### config.mk
export PLATFORM = sky130hd
export DESIGN_NAME = reduced_word_packetizer_flat
export DESIGN_NICKNAME = d
export VERILOG_FILES = /design/src/rtl/reduced_word_packetizer_pkg.sv /design/src/rtl/reduced_word_packetizer_if.sv /design/src/rtl/reduced_word_packetizer_sync_fifo_fwft.sv /design/src/rtl/reduced_word_packetizer.sv /design/src/flat_wrapper.sv
export SDC_FILE = /design/constraint.sdc
export NUM_CORES = 1
export LEC_CHECK = 0
export BUFFER_PORTS_ARGS = -buffer_cell sky130_fd_sc_hd__buf_2
export CORE_MARGIN = 3
export CORE_UTILIZATION = 58
export CTS_CLUSTER_DIAMETER = 150
export DETAILED_ROUTE_END_ITERATION = 10
export PLACE_DENSITY_LB_ADDON = 0.08
export SLEW_MARGIN = 40
export SYNTH_ARGS = -nofsm -noshare
export SYNTH_HDL_FRONTEND = slang
export SYNTH_SLANG_ARGS = --single-unit
### constraint.sdc
create_clock -name CLK -period 12.3 [get_ports CLK]
set_input_delay 1.23 -clock CLK [delete_from_list [all_inputs] [get_ports CLK]]
set_output_delay 1.23 -clock CLK [all_outputs]
set_load 0.05 [all_outputs]
### src/rtl/reduced_word_packetizer_pkg.sv
// Shared definitions for the reduced-word packetizer and its integration
// with the 128->64 bit-width reducer.
//   clogb2        : ceil(log2(value)); clogb2(1) = 0
//   state_t       : packetizer FSM encoding (IDLE/BODY/PAD)
//   PAD_WORD      : all-ones word used to close a timed-out packet
//   DEFAULT_*     : defaults shared with the reducer integration
package reduced_word_packetizer_pkg;

  localparam int DEFAULT_DATA_WIDTH   = 64;
  localparam int DEFAULT_PACKET_WORDS = 32;
  localparam int DEFAULT_HEADROOM     = 8;

  localparam logic [DEFAULT_DATA_WIDTH-1:0] PAD_WORD = '1;

  typedef enum logic [1:0] {
    IDLE = 2'd0,
    BODY = 2'd1,
    PAD  = 2'd2
  } state_t;

  function automatic int clogb2(input int value);
    int r;
    r = 0;
    while ((1 << r) < value) r++;
    return r;
  endfunction

endpackage

### src/rtl/reduced_word_packetizer_if.sv
// Word-in / AXI4-Stream-out bundle of the packetizer.
//   DIN, DIN_VALID     : reducer word stream (no per-word backpressure)
//   MODULE_READY       : registered flow-control hint back to the reducer
//   M_AXIS_*           : packet stream; a beat transfers when TVALID && TREADY
//                        on a rising edge, and TDATA/TLAST hold while
//                        TVALID=1 and TREADY=0
//   OVERFLOW           : sticky word-dropped flag
//   state              : packetizer FSM state, for observation
// slave is the packetizer side; master is the environment (reducer + sink).
interface reduced_word_packetizer_if
  import reduced_word_packetizer_pkg::*;
#(
  parameter int DATA_WIDTH = DEFAULT_DATA_WIDTH
);
  logic [DATA_WIDTH-1:0] DIN;
  logic                  DIN_VALID;
  logic                  MODULE_READY;
  logic [DATA_WIDTH-1:0] M_AXIS_TDATA;
  logic                  M_AXIS_TVALID;
  logic                  M_AXIS_TREADY;
  logic                  M_AXIS_TLAST;
  logic                  OVERFLOW;
  state_t                state;

  modport slave (
    input  DIN, DIN_VALID, M_AXIS_TREADY,
    output MODULE_READY, M_AXIS_TDATA, M_AXIS_TVALID, M_AXIS_TLAST, OVERFLOW, state
  );

  modport master (
    output DIN, DIN_VALID, M_AXIS_TREADY,
    input  MODULE_READY, M_AXIS_TDATA, M_AXIS_TVALID, M_AXIS_TLAST, OVERFLOW, state
  );
endinterface

### src/rtl/reduced_word_packetizer_sync_fifo_fwft.sv
// Single-clock first-word-fall-through FIFO.
//   clk, rst_n        : clock, asynchronous active-low reset
//   wr_en, wr_data    : write request (ignored while full)
//   rd_en             : pop the head (ignored while empty)
//   rd_data           : current head word, valid while not_empty
//   not_empty, full   : occupancy flags
//   free              : number of free entries
// Pointers carry one extra wrap bit so full and empty are distinguishable.
module sync_fifo_fwft
  import reduced_word_packetizer_pkg::*;
#(
  parameter int WIDTH = 64,
  parameter int DEPTH = 16
) (
  input  logic                   clk,
  input  logic                   rst_n,
  input  logic                   wr_en,
  input  logic [WIDTH-1:0]       wr_data,
  input  logic                   rd_en,
  output logic [WIDTH-1:0]       rd_data,
  output logic                   not_empty,
  output logic                   full,
  output logic [clogb2(DEPTH):0] free
);
  localparam int AW = clogb2(DEPTH);
  localparam int PW = AW + 1;

  logic [WIDTH-1:0] mem [DEPTH];
  logic [AW:0]      wr_ptr;
  logic [AW:0]      rd_ptr;
  logic [AW:0]      used;

  assign used      = wr_ptr - rd_ptr;
  assign not_empty = (used != '0);
  assign full      = (used == PW'(DEPTH));
  assign free      = PW'(DEPTH) - used;
  assign rd_data   = mem[rd_ptr[AW-1:0]];

  always_ff @(posedge clk or negedge rst_n) begin
    if (!rst_n) begin
      wr_ptr <= '0;
      rd_ptr <= '0;
    end else begin
      if (wr_en && !full)    wr_ptr <= wr_ptr + 1'b1;
      if (rd_en && not_empty) rd_ptr <= rd_ptr + 1'b1;
    end
  end

  always_ff @(posedge clk) begin
    if (wr_en && !full) mem[wr_ptr[AW-1:0]] <= wr_data;
  end
endmodule

### src/rtl/reduced_word_packetizer.sv
// Packs the reducer's word stream into fixed-length AXI4-Stream packets.
//   CLK, RESETN : reducer RD_CLK, asynchronous active-low reset
//   bus         : reduced_word_packetizer_if.slave (word input, MODULE_READY,
//                 M_AXIS stream, OVERFLOW, FSM state)
// Path: input register -> FWFT FIFO -> output register. An open packet that
// sees no traffic for TIMEOUT_CYCLES is closed by an all-ones pad beat.
module reduced_word_packetizer
  import reduced_word_packetizer_pkg::*;
#(
  parameter int DATA_WIDTH     = DEFAULT_DATA_WIDTH,
  parameter int PACKET_WORDS   = DEFAULT_PACKET_WORDS,
  parameter int FIFO_DEPTH     = 16,
  parameter int HEADROOM       = DEFAULT_HEADROOM,
  parameter int TIMEOUT_CYCLES = 256,
  parameter int DROP_ALL_ONES  = 1
) (
  input logic                      CLK,
  input logic                      RESETN,
  reduced_word_packetizer_if.slave bus
);
  localparam int CW     = clogb2(PACKET_WORDS);
  localparam int FREE_W = clogb2(FIFO_DEPTH) + 1;
  localparam int TW     = (TIMEOUT_CYCLES < 1) ? 1 : clogb2(TIMEOUT_CYCLES + 1);

  localparam logic [CW-1:0]     CNT_LAST  = CW'(PACKET_WORDS - 1);
  localparam logic [TW-1:0]     TIMER_MAX = TW'(TIMEOUT_CYCLES);
  localparam logic [FREE_W-1:0] HR_V      = FREE_W'(HEADROOM);
  localparam logic [FREE_W-1:0] HR_PLUS1  = FREE_W'(HEADROOM + 1);

  // input stage
  logic                  in_valid_q;
  logic [DATA_WIDTH-1:0] in_data_q;
  logic                  in_word;
  logic                  overflow_q;
  logic                  ready_q;

  // FIFO
  logic [DATA_WIDTH-1:0] fifo_data;
  logic                  fifo_not_empty;
  logic                  fifo_full;
  logic [FREE_W-1:0]     fifo_free;
  logic                  fifo_wr;
  logic                  fifo_rd;

  // packetizer
  state_t                state, state_next;
  logic [TW-1:0]         timer, timer_next;
  logic [CW-1:0]         count, count_next;
  logic                  out_valid, out_valid_next;
  logic [DATA_WIDTH-1:0] out_data, out_data_next;
  logic                  out_pad, out_pad_next;
  logic                  out_last;
  logic                  beat;
  logic                  idle_cond;

  // Filler words from the reducer are treated as if nothing arrived.
  assign in_word = in_valid_q && !((DROP_ALL_ONES != 0) && (in_data_q == '1));
  assign fifo_wr = in_word && !fifo_full;

  always_ff @(posedge CLK or negedge RESETN) begin
    if (!RESETN) begin
      in_valid_q <= 1'b0;
      in_data_q  <= '0;
      overflow_q <= 1'b0;
      ready_q    <= 1'b0;
    end else begin
      in_valid_q <= bus.DIN_VALID;
      in_data_q  <= bus.DIN;
      if (in_word && fifo_full) overflow_q <= 1'b1;
      // The word sitting in the input register already owns one free entry.
      ready_q <= in_word ? (fifo_free > HR_PLUS1) : (fifo_free > HR_V);
    end
  end

  sync_fifo_fwft #(
    .WIDTH (DATA_WIDTH),
    .DEPTH (FIFO_DEPTH)
  ) u_fifo (
    .clk       (CLK),
    .rst_n     (RESETN),
    .wr_en     (fifo_wr),
    .wr_data   (in_data_q),
    .rd_en     (fifo_rd),
    .rd_data   (fifo_data),
    .not_empty (fifo_not_empty),
    .full      (fifo_full),
    .free      (fifo_free)
  );

  assign beat      = out_valid && bus.M_AXIS_TREADY;
  assign out_last  = out_valid && (out_pad || (count == CNT_LAST));
  assign idle_cond = !fifo_not_empty && !out_valid && !in_word;

  always_comb begin
    state_next     = state;
    timer_next     = timer;
    count_next     = count;
    out_valid_next = out_valid;
    out_data_next  = out_data;
    out_pad_next   = out_pad;
    fifo_rd        = 1'b0;

    if (beat) out_valid_next = 1'b0;
    if (beat && !out_pad) count_next = (count == CNT_LAST) ? '0 : count + 1'b1;

    case (state)
      IDLE, BODY: begin
        if (beat && out_last) state_next = IDLE;
        // A word loaded in the same cycle as a TLAST beat opens the next
        // packet, so the load takes priority over returning to IDLE.
        if ((!out_valid || beat) && fifo_not_empty) begin
          fifo_rd        = 1'b1;
          out_valid_next = 1'b1;
          out_data_next  = fifo_data;
          out_pad_next   = 1'b0;
          state_next     = BODY;
        end
        if (state == BODY) begin
          if (!idle_cond) begin
            timer_next = '0;
          end else if ((TIMEOUT_CYCLES != 0) && (timer == TIMER_MAX)) begin
            // Output register is empty here, so the pad can load directly.
            state_next     = PAD;
            out_valid_next = 1'b1;
            out_data_next  = '1;
            out_pad_next   = 1'b1;
          end else if (timer != TIMER_MAX) begin
            timer_next = timer + 1'b1;
          end
        end
      end
      PAD: begin
        if (beat) begin
          count_next   = '0;
          timer_next   = '0;
          out_pad_next = 1'b0;
          state_next   = IDLE;
        end
      end
      default: state_next = IDLE;
    endcase
  end

  always_ff @(posedge CLK or negedge RESETN) begin
    if (!RESETN) begin
      state     <= IDLE;
      timer     <= '0;
      count     <= '0;
      out_valid <= 1'b0;
      out_data  <= '1;
      out_pad   <= 1'b0;
    end else begin
      state     <= state_next;
      timer     <= timer_next;
      count     <= count_next;
      out_valid <= out_valid_next;
      out_data  <= out_data_next;
      out_pad   <= out_pad_next;
    end
  end

  assign bus.MODULE_READY  = ready_q;
  assign bus.M_AXIS_TDATA  = out_data;
  assign bus.M_AXIS_TVALID = out_valid;
  assign bus.M_AXIS_TLAST  = out_last;
  assign bus.OVERFLOW      = overflow_q;
  assign bus.state         = state;
endmodule
### src/flat_wrapper.sv
// flat-port wrapper written by rule: the top's interface ports become plain ports
module reduced_word_packetizer_flat import reduced_word_packetizer_pkg::*;
#(
  parameter int DATA_WIDTH     = DEFAULT_DATA_WIDTH,
  parameter int PACKET_WORDS   = DEFAULT_PACKET_WORDS,
  parameter int FIFO_DEPTH     = 16,
  parameter int HEADROOM       = DEFAULT_HEADROOM,
  parameter int TIMEOUT_CYCLES = 256,
  parameter int DROP_ALL_ONES  = 1
)
  (CLK, RESETN, bus_DIN, bus_DIN_VALID, bus_M_AXIS_TREADY, bus_MODULE_READY, bus_M_AXIS_TDATA, bus_M_AXIS_TVALID, bus_M_AXIS_TLAST, bus_OVERFLOW, bus_state);
  reduced_word_packetizer_if #(.DATA_WIDTH(DATA_WIDTH)) bus_i ();
  input logic CLK;
  input logic RESETN;
  input wire logic [$bits(bus_i.DIN)-1:0] bus_DIN;
  input wire logic [$bits(bus_i.DIN_VALID)-1:0] bus_DIN_VALID;
  input wire logic [$bits(bus_i.M_AXIS_TREADY)-1:0] bus_M_AXIS_TREADY;
  output wire logic [$bits(bus_i.MODULE_READY)-1:0] bus_MODULE_READY;
  output wire logic [$bits(bus_i.M_AXIS_TDATA)-1:0] bus_M_AXIS_TDATA;
  output wire logic [$bits(bus_i.M_AXIS_TVALID)-1:0] bus_M_AXIS_TVALID;
  output wire logic [$bits(bus_i.M_AXIS_TLAST)-1:0] bus_M_AXIS_TLAST;
  output wire logic [$bits(bus_i.OVERFLOW)-1:0] bus_OVERFLOW;
  output wire logic [$bits(bus_i.state)-1:0] bus_state;
  assign bus_i.DIN = bus_DIN;
  assign bus_i.DIN_VALID = bus_DIN_VALID;
  assign bus_i.M_AXIS_TREADY = bus_M_AXIS_TREADY;
  assign bus_MODULE_READY = bus_i.MODULE_READY;
  assign bus_M_AXIS_TDATA = bus_i.M_AXIS_TDATA;
  assign bus_M_AXIS_TVALID = bus_i.M_AXIS_TVALID;
  assign bus_M_AXIS_TLAST = bus_i.M_AXIS_TLAST;
  assign bus_OVERFLOW = bus_i.OVERFLOW;
  assign bus_state = bus_i.state;
  reduced_word_packetizer #(.DATA_WIDTH(DATA_WIDTH), .PACKET_WORDS(PACKET_WORDS), .FIFO_DEPTH(FIFO_DEPTH), .HEADROOM(HEADROOM), .TIMEOUT_CYCLES(TIMEOUT_CYCLES), .DROP_ALL_ONES(DROP_ALL_ONES)) u_core (.CLK(CLK), .RESETN(RESETN), .bus(bus_i));
endmodule
==> impl_metrics.env <==
export IMPL_status="finished clean"
export IMPL_syn_avg_cell_area_um2=21.0
export IMPL_worst_hold_path_endpoint="u_core.u_fifo.wr_ptr[4]"
export IMPL_htreeDepth=3
export IMPL_cp_required_ns=12.58
export IMPL_synth_xor_area_frac=0.00307
export IMPL_dp_hpwl_um=52900
export IMPL_crit_reg2reg_capture="u_core.u_fifo.mem[13][16]"
export IMPL_worst_endpoint_arrival_ns=5.62
export IMPL_drive_above_1_share=0.288
export IMPL_clock_power_share=0.279
export IMPL_synth_seq_area_share=0.777
export IMPL_regToRegSetupSlack_ns=6.96
export IMPL_vias=21676
export IMPL_comb_power_share=0.288
export IMPL_p_int_mw=8.39
export IMPL_initial_core_util=0.588
export IMPL_worstReg2RegStart="u_core.u_fifo.rd_ptr[1]"
export IMPL_cts_sinks=1183
export IMPL_rsz0062_at_grt="no"
export IMPL_power_density_mw_per_mm2=242
export IMPL_viasPerCell=6.28
export IMPL_synth_edff_count=1024
export IMPL_fillCellCount=4944
export IMPL_core_rowCount=101
export IMPL_grt_use_met3=0.0412
export IMPL_io_buffers=137
export IMPL_swShare=0.314
export IMPL_met1_usage=0.356
export IMPL_finalCritPeriodShare=0.434
export IMPL_synth_compound_area_frac=0.0290
export IMPL_reg2reg_depth=12
export IMPL_critical_path_max_stage_delay_ns=0.80
export IMPL_syn_nets=2225
export IMPL_cts_root_buf="clkbuf_16"
export IMPL_worstSetupStartpoint="u_core.u_fifo.rd_ptr[1]"
export IMPL_die_x_um=284
export IMPL_ant_nets=0
export IMPL_path_cells="buf_6, inv_1, ha_1, a21o_1, a21oi_1, xor2_1, and3_1, ha_1, nor2_1, and2_1, and4_4, buf_4"
export IMPL_grt_pass1_wl_um=148000
export IMPL_synth_fa_ha_area_frac=0.00547
export IMPL_syn_inst=2138
export IMPL_setup_tns_ns=0
export IMPL_firstDrtPassIters=5
export IMPL_grt_overflow_total=0
export IMPL_hp_class="reg -> reg"
export IMPL_top_usage_layer="met2"
export IMPL_report_final_slew_viol_count=0
export IMPL_finalCriticalPeriod_ns=5.34
export IMPL_yosysMostFrequentCell="edfxtp_1"
export IMPL_grt_max_degree=74
export IMPL_wire_per_inst_um=28.3
export IMPL_seqPwrFrac=0.433
export IMPL_synthSimpleGateAreaFrac=0.0306
export IMPL_fin_nets=2413
export IMPL_use_met2=0.401
export IMPL_synthDominantCellAreaShare=0.686
export IMPL_antenna_found_initial=1
export IMPL_core_area_mm2=0.0762
export IMPL_synth_common_cells="edfxtp_1 (1024), mux4_2 (256), nand2_1 (210)"
export IMPL_dp_cells=3240
export IMPL_first_iter_violations=2179
export IMPL_cts_inserted_buffers=114
export IMPL_cp_common_cell="ha_1"
export IMPL_ys_ff_latch=1183
export IMPL_p_leak_nw=17.1
export IMPL_cts_hold_buf=0
export IMPL_cts_tree="built"
export IMPL_insertion_delay_ns=0.67
export IMPL_clock_fmax_mhz=187
export IMPL_synth_distinct_cells=45
export IMPL_start_kind="flip-flop"
export IMPL_maxCapViolCount=0
export IMPL_ys_warn_count=0
export IMPL_netlist_top_cells_area="edfxtp_1 (69%), mux4_2 (13%), dfrtp_1 (5.3%), dfstp_2 (3.8%), nand2_1 (1.8%)"
export IMPL_slew_limit_headroom=0.438
export IMPL_setup_viol=0
export IMPL_synth_mux_area_frac=0.143
export IMPL_place_gp_congestion=0.752
export IMPL_synthToLayoutAreaGrowth_pct=13.0
export IMPL_peakVddDrop_mv=0.170
export IMPL_cp_slowest_cell="dfrtp_4"
export IMPL_worstSetupPathType="reg -> reg"
export IMPL_drt_total_wl_um=97700
export IMPL_grtUsageTotal=0.247
export IMPL_cts_clk_slew_worst_paths_ns=0.06
export IMPL_hold_viol=0
export IMPL_grt_pass1_vias=22718
export IMPL_drc=0
export IMPL_io_pins=138
export IMPL_dieArea_mm2=0.0807
export IMPL_cp_max_fo=63
export IMPL_chipHeight_um=284
export IMPL_fin_cells=3454
export IMPL_final_core_util=0.665
export IMPL_yosysTopAreaCell="edfxtp_1"
export IMPL_cts_setup_buffers=0
export IMPL_synthArstFlopShare=0.134
export IMPL_diodes=0
export IMPL_synth_top_family_by_area="multiplexers"
export IMPL_worstMarginPinSlew_ns=0.843
export IMPL_timing_hold_ws_ns=0.499
export IMPL_p_sw_mw=3.84
export IMPL_skew_ns=0.0205
export IMPL_netlist_area_mm2=0.0448
export IMPL_critPathCaptureType="flip-flop"
export IMPL_post_cts_resized=0
export IMPL_cts_max_path_buffers=3
export IMPL_synth_ff_type="edfxtp_1"
export IMPL_worstHoldStart="u_core.u_fifo.wr_ptr[4]"
export IMPL_whs_path_depth=1
[how the worst max path moves through the flow]
stage,endpoint,slack [ns],cells after the start
global placement,u_core.u_fifo.mem[6][5],6.26,12
CTS,u_core.u_fifo.mem[12][18],6.95,12
global route,u_core.u_fifo.mem[13][15],6.65,12
floorplan,u_core.u_fifo.mem[1][0],2.22,13
finish,u_core.u_fifo.mem[13][16],6.96,12
detailed placement,u_core.u_fifo.mem[13][12],7.00,12
[power groups by stage]
stage                     sequential [mW]  clock, mW  combinational, mW
after floorplan                      5.62          0               2.26
after global placement               5.38          0               3.49
after detailed placement             5.38          0               3.57
after CTS                            5.30       3.48               3.58
after global routing                 5.34       3.65               3.79
final                                5.30       3.41               3.53
[sequential cells by signal, summed over array words and instances, names as in the netlist, 2 cells and up]
register	cells
u_core.u_fifo.mem	1024
u_core.bus.M_AXIS_TDATA	64
u_core.in_data_q	64
u_core.timer	9
u_core.u_fifo.rd_ptr	5
u_core.count	5
u_core.u_fifo.wr_ptr	5
u_core.bus.state	2
[cell families after synthesis]
| logic type | Yosys count |
|---|---|
| compound gates | 174 |
| flops | 1183 |
| buf+inv | 131 |
| xor+xnor | 14 |
| fa+ha+maj | 19 |
| mux | 320 |
| simple gates | 297 |
[routing by layer]
metal / part of all wire / routed length (um)
met4: 0.023 / 2210
met3: 0.066 / 6410
met1: 0.41 / 40000
met5: 0 / 0
met2: 0.50 / 49100
[cell type report]
class / instances / area [um2] / share of cell area
clock inverters: 51 / 443 / 0.00874
inverters: 18 / 72.6 / 0.00143
well taps: 1030 / 1290 / 0.0254
multi-input cells: 824 / 9570 / 0.189
repair buffers: 185 / 1200 / 0.0236
clock buffers: 163 / 3260 / 0.0644
flip-flops and latches: 1183 / 34800 / 0.687
[critical path, delay by kind of cell (launching register included)]
kind	cells	cell delay, ns
buffers and inverters	3	1.44
AOI/OAI and AO/OA	2	0.41
xor gates and xnor gates	1	0.11
DFF	1	0.80
adders and majority gates	2	0.52
and+or+nand+nor	4	1.56
[layout by cell type (no fill, tap or decap), types with 5 or more instances in the layout]
cell       Yosys  layout
a32o_1         5       5
nor2_1         9       8
ha_1          18      18
clkbuf_8       0      13
xnor2_1        8       8
buf_6          3      17
clkbuf_16      0     119
mux2i_1       64      64
mux4_2       256     256
dfstp_2       64      64
xor2_1         5       5
clkinv_2       0      21
edfxtp_1    1024    1024
a22o_1         7       7
a21o_1         6       6
nand4_1       21      21
inv_1         18      17
bufinv_16      0       8
a22oi_1       64      64
buf_2         31     136
o21ai_0       14      14
clkinv_1       0      19
buf_4          0      26
and4b_4        0       8
nand3_1        7       7
dfrtp_1       95      92
nor3_1         6       6
nand2_1      210     208
clkbuf_1      74      32
o211ai_1      67      67
[metrics by stage]
stage	setup slack, ns	power (mW)	area (um2)
finish	6.96	12.2	50700
global route	6.65	12.8	50700
CTS	6.95	12.4	50600
detailed placement	7.00	8.95	46900
global placement	6.26	8.86	46800
floorplan	2.22	7.88	44800
Power figures use the tool's default switching activity.
